<file path="config.mk">
export PLATFORM = sky130hd
export DESIGN_NAME = booth_divider
export DESIGN_NICKNAME = d
export VERILOG_FILES = /design/src/rtl/booth_divider.sv
export SDC_FILE = /design/constraint.sdc
export NUM_CORES = 1
export LEC_CHECK = 0
export CORE_ASPECT_RATIO = 1.75
export CORE_UTILIZATION = 55
export CTS_CLUSTER_SIZE = 20
export DETAILED_ROUTE_END_ITERATION = 8
export PLACE_DENSITY = 0.79
export SLEW_MARGIN = 30
export SYNTH_ARGS = -nofsm -noshare
export SYNTH_HDL_FRONTEND = slang
export SYNTH_SLANG_ARGS = --single-unit
</file>
<file path="constraint.sdc">
create_clock -name clock -period 4.3 [get_ports clock]
set_clock_uncertainty 0.05 [all_clocks]
set_input_delay 0.86 -clock clock [delete_from_list [all_inputs] [get_ports clock]]
set_output_delay 0.86 -clock clock [all_outputs]
set_load 0.02 [all_outputs]
</file>
<file path="src/rtl/booth_divider.sv">
// booth_divider: sequential radix-2 restoring divider with sign fix-up.
// Define DIV_SIGNED_EN for two's-complement operands; undefined gives unsigned operation.
module booth_divider #(
  parameter int unsigned WIDTH = 4
) (
  input  logic             clock,
  input  logic             reset,
  input  logic             enable,
  input  logic [WIDTH-1:0] dvd,
  input  logic [WIDTH-1:0] dvr,
  output logic [WIDTH-1:0] quo,
  output logic [WIDTH-1:0] rem,
  output logic             busy,
  output logic             done,
  output logic             dbz,
  output logic             ovf
);

`ifdef DIV_SIGNED_EN
  localparam bit SIGNED_EN = 1'b1;
`else
  localparam bit SIGNED_EN = 1'b0;
`endif

  localparam int unsigned CNT_W = $clog2(WIDTH + 1);
  localparam logic [WIDTH-1:0] MIN_VAL = {1'b1, {(WIDTH-1){1'b0}}};

  typedef enum logic [2:0] {S_IDLE, S_LOAD, S_CALC, S_FIX, S_DONE} state_t;

  state_t           state_q, state_nxt;
  logic [WIDTH-1:0] a_q, a_nxt;
  logic [WIDTH-1:0] b_q, b_nxt;
  logic [WIDTH-1:0] magb_q, magb_nxt;
  // The remainder is always below the divisor, so its top (WIDTH+1-th) bit is always 0 and not stored.
  logic [WIDTH-1:0] prem_q, prem_nxt;
  logic [WIDTH-1:0] qsr_q, qsr_nxt;
  logic [CNT_W-1:0] cnt_q, cnt_nxt;
  logic             negq_q, negq_nxt;
  logic             negr_q, negr_nxt;
  logic [WIDTH-1:0] quo_nxt, rem_nxt;
  logic             busy_nxt, done_nxt, dbz_nxt, ovf_nxt;

  logic             sign_a, sign_b;
  logic [WIDTH-1:0] mag_a, mag_b;
  logic [WIDTH:0]   shifted, trial;

  // Operand magnitudes; the most negative value maps onto itself, read as unsigned.
  assign sign_a  = SIGNED_EN & a_q[WIDTH-1];
  assign sign_b  = SIGNED_EN & b_q[WIDTH-1];
  assign mag_a   = sign_a ? WIDTH'(-a_q) : a_q;
  assign mag_b   = sign_b ? WIDTH'(-b_q) : b_q;

  // One restoring step: shift {remainder, quotient} left, then trial-subtract the divisor.
  assign shifted = {prem_q, qsr_q[WIDTH-1]};
  assign trial   = shifted - {1'b0, magb_q};

  // State and datapath registers.
  always_ff @(posedge clock or posedge reset) begin
    if (reset) begin
      state_q <= S_IDLE;
      a_q     <= '0;
      b_q     <= '0;
      magb_q  <= '0;
      prem_q  <= '0;
      qsr_q   <= '0;
      cnt_q   <= '0;
      negq_q  <= 1'b0;
      negr_q  <= 1'b0;
      quo     <= '0;
      rem     <= '0;
      busy    <= 1'b0;
      done    <= 1'b0;
      dbz     <= 1'b0;
      ovf     <= 1'b0;
    end else begin
      state_q <= state_nxt;
      a_q     <= a_nxt;
      b_q     <= b_nxt;
      magb_q  <= magb_nxt;
      prem_q  <= prem_nxt;
      qsr_q   <= qsr_nxt;
      cnt_q   <= cnt_nxt;
      negq_q  <= negq_nxt;
      negr_q  <= negr_nxt;
      quo     <= quo_nxt;
      rem     <= rem_nxt;
      busy    <= busy_nxt;
      done    <= done_nxt;
      dbz     <= dbz_nxt;
      ovf     <= ovf_nxt;
    end
  end

  // Next-state and next-datapath logic.
  always_comb begin
    state_nxt = state_q;
    a_nxt     = a_q;
    b_nxt     = b_q;
    magb_nxt  = magb_q;
    prem_nxt  = prem_q;
    qsr_nxt   = qsr_q;
    cnt_nxt   = cnt_q;
    negq_nxt  = negq_q;
    negr_nxt  = negr_q;
    quo_nxt   = quo;
    rem_nxt   = rem;
    dbz_nxt   = dbz;
    ovf_nxt   = ovf;

    case (state_q)
      S_IDLE: begin
        if (enable) begin
          a_nxt     = dvd;
          b_nxt     = dvr;
          dbz_nxt   = 1'b0;
          ovf_nxt   = 1'b0;
          state_nxt = S_LOAD;
        end
      end
      S_LOAD: begin
        negq_nxt = sign_a ^ sign_b;
        negr_nxt = sign_a;
        if (b_q == '0) begin
          quo_nxt   = '1;
          rem_nxt   = a_q;
          dbz_nxt   = 1'b1;
          state_nxt = S_DONE;
        end else begin
          prem_nxt  = '0;
          qsr_nxt   = mag_a;
          magb_nxt  = mag_b;
          cnt_nxt   = CNT_W'(WIDTH);
          state_nxt = S_CALC;
        end
      end
      S_CALC: begin
        if (!trial[WIDTH]) begin
          prem_nxt = trial[WIDTH-1:0];
          qsr_nxt  = {qsr_q[WIDTH-2:0], 1'b1};
        end else begin
          prem_nxt = shifted[WIDTH-1:0];
          qsr_nxt  = {qsr_q[WIDTH-2:0], 1'b0};
        end
        cnt_nxt = cnt_q - 1'b1;
        if (cnt_q == CNT_W'(1)) begin
          state_nxt = S_FIX;
        end
      end
      S_FIX: begin
        quo_nxt   = negq_q ? WIDTH'(-qsr_q) : qsr_q;
        rem_nxt   = negr_q ? WIDTH'(-prem_q) : prem_q;
        ovf_nxt   = SIGNED_EN & (a_q == MIN_VAL) & (b_q == '1);
        state_nxt = S_DONE;
      end
      S_DONE: begin
        if (!enable) begin
          state_nxt = S_IDLE;
        end
      end
      default: state_nxt = S_IDLE;
    endcase

    busy_nxt = (state_nxt == S_LOAD) || (state_nxt == S_CALC) || (state_nxt == S_FIX);
    done_nxt = (state_nxt == S_DONE);
  end

endmodule

</file>
After elaboration in Yosys (flattened, before gate mapping)
Cells that the tools add are included.
{ "word_totals": {"regBits": 38, "input_bits": 11, "out_inout_bits": 12, "elab_cells": 63} }
{ "op_classes": {"addsub": 2, "eq_ne": 12, "n_mux": 21, "bitwise": 1, "n_reduce_logical": 14} }
{ "ops": {"columns": ["operator", "count"], "rows": [
  ["$pmux 4 s2", 4],
  ["$mux 4", 5],
  ["$mux 3", 5],
  ["$pmux 3 s5", 1],
  ["$eq 3x2->1 const B", 4],
  ["$reduce_and 2->1", 5],
  ["$eq 3x1->1 const B", 3],
  ["$reduce_bool 2->1", 4],
  ["$eq 3x3->1 const B", 2],
  ["$ne 2x2->1 const B", 3],
  ["$pmux 3 s2", 1],
  ["$sub 5x4->5", 1],
  ["$logic_not 4->1", 1],
  ["$pmux 1 s2", 2],
  ["$logic_not 3->1", 1],
  ["$mux 1", 3],
  ["$reduce_and 3->1", 1],
  ["$sub 3x1->3 const B", 1],
  ["$logic_or 1x1->1", 2],
  ["$not 1->1", 1]
]} }

Longest topological paths before layout
{ "depth": {"depth_word": 6, "mapped_depth": 8, "mapped_depth_nobuf": 8} }

Worst setup path before layout
No wires, ideal clock.
{ "synth_timing": {"path_type": "register to register", "start": "reg qsr_q[3]", "end": "reg prem_q[0]", "setup_time_ps": 121, "arrival_time_ps": 1831, "t_required_ps": 4129, "slack_ps": 2298, "path_stages_with_launch": 9, "path_buffers": 0, "synth_period_minus_slack_ps": 2002, "path_cell_list": "dfrtp_1 -> inv_1 -> ha_1 -> fa_1 -> nand2b_1 -> a21oi_1 -> xnor2_1 -> mux2i_1 -> a22o_1"} }
{ "synth_between": {"elab_chain_len": 3} }
{ "synth_rtl": {"columns": ["element", "line_no", "rtl"], "rows": [
  ["start: declaration", "36", "logic [WIDTH-1:0] qsr_q, qsr_nxt;"],
  ["start signal: assignment", "81", "qsr_q <= qsr_nxt;"],
  ["$sub 5x4->5", "55", "assign trial = shifted - {1'b0, magb_q};"],
  ["$mux 4 (*)", "137", "if (!trial[WIDTH]) begin"],
  ["$pmux 4 s2 (*)", "110", "case (state_q)"],
  ["end signal: assignment", "80", "prem_q <= prem_nxt;"],
  ["end: declaration", "35", "logic [WIDTH-1:0] prem_q, prem_nxt;"]
]} }
Every way passes the cells marked *; elsewhere a longest branch is shown, timed or not.
A chain may end at the register's enable or synchronous reset.

Worst setup path in the final report
{ "layout_timing": {"start": "reg qsr_q[3]", "end": "reg prem_q[2]"} }
{ "layout_between": {"elab_chain_len": 3} }
{ "layout_rtl": {"columns": ["element", "line_no"], "rows": [
  ["$sub 5x4->5", "55"],
  ["$mux 4", "137"],
  ["$pmux 4 s2", "110"]
]} }
Every way passes these cells.

==> results.md <==
| Quantity | Reported |
|:---|:---|
| Result of the run | completed |
| Post-synthesis instance total | 154 |
| Post-DP HPWL | 2525 um |
| Transition at the pin with the smallest max-transition slack | 0.9188 ns |
| Slew headroom | 38.52% |
| Setup TNS Final | 0 ns |
| Via count of the first global-routing pass | 1284 |
| Launching element type of the critical path | flop |
| Worst VDD drop | 549.5 uV |
| Number of instances on the worst hold path | 2 |
| Clock tree from TritonCTS | done |
| FF-to-FF path depth | 8 |
| Setup repair after global routing missed its margin | no |
| Area Growth Syn to Fin | 20.19% |
| Capturing element type of the critical path | flop |
| Hold Crit Class | reg -> reg |
| Vias per cell | 5.807 |
| Layout fillers | 220 |
| Total power of the final layout | 1.841 mW |
| Remaining DRCs | 0 |
| Final net count | 196 |
| Critical path fanouts, max | 5 |
| DIE AREA | 3357 sq um |
| Hold path start | rem[3] |
| Placement row count | 26 |
| Total routing resource utilization after global routing | 24.63% |
| Power density over the cells | 892.2 nW/um^2 |
| Capturing point of the worst reg2reg path | prem_q[2] |
| Clock-pin slew on the worst setup and hold paths | 0.07 ns |
| Share of the synthesized area in the top cell type | 53.94% |
| Ant. Diodes | 0 |
| Library cells used by synthesis | 32 |
| Average instance area after synthesis | 11.15 sq um |
| Proportion of synthesized chip area in sequential cells | 53.94% |
| Number of hold-slack violations in the final timing report | 0 |
| #FFs+latches synth | 37 |
| Fraction of registers with async set/reset | 100.0% |
| Buffers on Ports | 21 |
| Leakage power figure | 0.9858 nW |
| Final Critical Period | 2.431 ns |
| Fin crit share | 56.54% |
| Detailed-router iteration count before antenna repair | 6 |
| Post-synth top flop | sky130_fd_sc_hd__dfrtp_1 |
| FF-to-FF Start | qsr_q[3] |
| Finished Core Util | 70.47% |
| Worst setup path class | reg -> reg |
| Highest Clock Rate | 411.3 MHz |
| Final count of pins violating max slew | 0 |
| CTS Hold Buffers Added | 0 |
| Vias after detailed routing | 1202 |
| Clock Tree Root | sky130_fd_sc_hd__clkbuf_8 |
| Number of buffers added by the clock tree synthesis step | 5 |
| Cts repair resizes | 0 |
| Clock sinks | 37 |
| Antenna violations before repair | 0 |
| Number of warnings reported in the yosys synthesis log | 0 |
| Number of flops mapped to enable cells by yosys | 0 |
| Count of final setup violators | 0 |
| Core footprint | 2928 sq um |
| Average wire length per cell after detail routing | 17.06 um |
| Antenna viol nets, final | 0 |
| Cell types with the highest counts after synthesis | 37 x sky130_fd_sc_hd__dfrtp_1, 26 x sky130_fd_sc_hd__nand2_1, 14 x sky130_fd_sc_hd__o21ai_0 |
| Max Buffers Root-to-Sink | 2 |
| Total overflow reported by the global router | 0 |
| Setup fix buffers added after clock tree synthesis | 0 |
| CTS HTree Levels | 2 |
| Initial core utilization | 58.63% |
| Floorplan die width | 44.23 um |
| Nets in the synthesized netlist | 172 |
| Final WL | 3532 um |
| Most frequent cell after synthesis | sky130_fd_sc_hd__dfrtp_1 |
| Total of max-cap violations | 0 |
| Die height | 75.91 um |
| Top-level I/O count | 23 |
| Mapped cell area | 1717 sq um |
| Worst Hold End | rem[3] |
| Layout Cells excl Fill | 207 |
| Pin count of the biggest net entering global routing | 38 |
| Top cell type by total area after synthesis | sky130_fd_sc_hd__dfrtp_1 |
| Synth top area cells | sky130_fd_sc_hd__dfrtp_1 54%, sky130_fd_sc_hd__nand2_1 5.7%, sky130_fd_sc_hd__mux2_2 5.2% |
| Clock network latency to the later pin of the worst-skew pair | 0.29 ns |
| Final Wtd Congestion | 0.7737 |
| Reg2Reg Setup Slack | 1.87 ns |
| Share of post-route cells with drive strength above 1 | 12.29% |
| # placed instances | 199 |
| Required time of the worst setup path | 4.40 ns |
| Arrival time of the worst setup path | 2.53 ns |
| 1st-iter DRT viols | 21 |
| Global-route wire length before repair | 5885 um |
==> per-stage QoR <==
step | cell area [sq um] | hold slack [ns] | worst slack [ns]
finish | 2063 | 0.4295 | 1.869
global route | 2063 | 0.4677 | 1.744
CTS | 2063 | 0.4372 | 1.865
detailed placement | 1929 | 0.4197 | 1.642
global placement | 1929 | 0.4104 | 1.718
floorplan | 1717 | 0.4010 | 2.298
==> layer usage <==
metal,GRT usage [%],vias to the layer above,routed length (um)
met4,13.03,0,125
met2,42.21,30,1980
li1,-,568,-
met1,26.05,591,1310
met3,6.429,13,115
met5,0,-,0
==> power breakdown <==
group	internal [mW]	switching (mW)
clock network	0.230	0.124
registers	0.515	0.129
logic	0.387	0.456
==> sequential cells by signal, summed over array words and instances, names as in the netlist <==
register and count:
a_q 4, b_q 4, magb_q 4, prem_q 4, qsr_q 4, quo 4
rem 4, cnt_q 3, state_q 3, busy 1, dbz 1, done 1
==> cell usage in the layout (no fill, tap or decap), types with 2 or more instances in the layout <==
cell	count
sky130_fd_sc_hd__inv_1	10
sky130_fd_sc_hd__mux2i_1	8
sky130_fd_sc_hd__a21oi_1	5
sky130_fd_sc_hd__mux2_2	8
sky130_fd_sc_hd__ha_1	6
sky130_fd_sc_hd__o21ai_0	14
sky130_fd_sc_hd__nand2_1	26
sky130_fd_sc_hd__xnor2_1	2
sky130_fd_sc_hd__bufinv_16	2
sky130_fd_sc_hd__clkbuf_8	5
sky130_fd_sc_hd__clkdlybuf4s50_1	21
sky130_fd_sc_hd__nor2_1	7
sky130_fd_sc_hd__o22a_1	4
sky130_fd_sc_hd__dfrtp_1	37
sky130_fd_sc_hd__a22o_1	2
sky130_fd_sc_hd__a22oi_1	3
sky130_fd_sc_hd__nand2b_1	2
==> kinds of logic (layout without fill, tap and decap cells) <==
group	Yosys count	in the layout	share of synthesized area (%)
xor+xnor	3	3	1.531
fa+ha+maj	7	7	5.539
simple gates	44	44	13.27
compound gates	31	31	11.08
flops	37	37	53.94
other cells	1	1	0.2184
buf+inv	15	40	4.519
mux	16	16	9.913
==> area by class of cell <==
type                    instances  area [sq um]  share of cell area, %
well taps                      28         35.03                  1.698
inverters                      10         37.54                  1.819
multi-input cells             102         713.2                  34.57
clock buffers                   5         68.82                  3.335
clock inverters                 3         65.06                  3.153
flip-flops and latches         37         925.9                  44.88
repair buffers                 22         217.7                  10.55
==> worst max-delay path: stages, from the launching register on <==
cell	delay (ns)
sky130_fd_sc_hd__dfrtp_1	0.39
sky130_fd_sc_hd__inv_1	0.10
sky130_fd_sc_hd__ha_1	0.23
sky130_fd_sc_hd__fa_1	0.41
sky130_fd_sc_hd__nand2b_1	0.16
sky130_fd_sc_hd__a21oi_1	0.17
sky130_fd_sc_hd__xnor2_1	0.34
sky130_fd_sc_hd__mux2i_1	0.31
sky130_fd_sc_hd__o21ai_0	0.13
==> worst max-delay path by stage <==
| stage | start | to | slack, ns |
|---|---|---|---|
| finish | qsr_q[3] | prem_q[2] | 1.87 |
| global route | qsr_q[3] | prem_q[2] | 1.74 |
| CTS | qsr_q[3] | prem_q[2] | 1.87 |
| detailed placement | enable | b_q[0] | 1.64 |
| global placement | enable | b_q[0] | 1.72 |
| floorplan | qsr_q[3] | prem_q[0] | 2.30 |
Power figures use the tool's default switching activity.
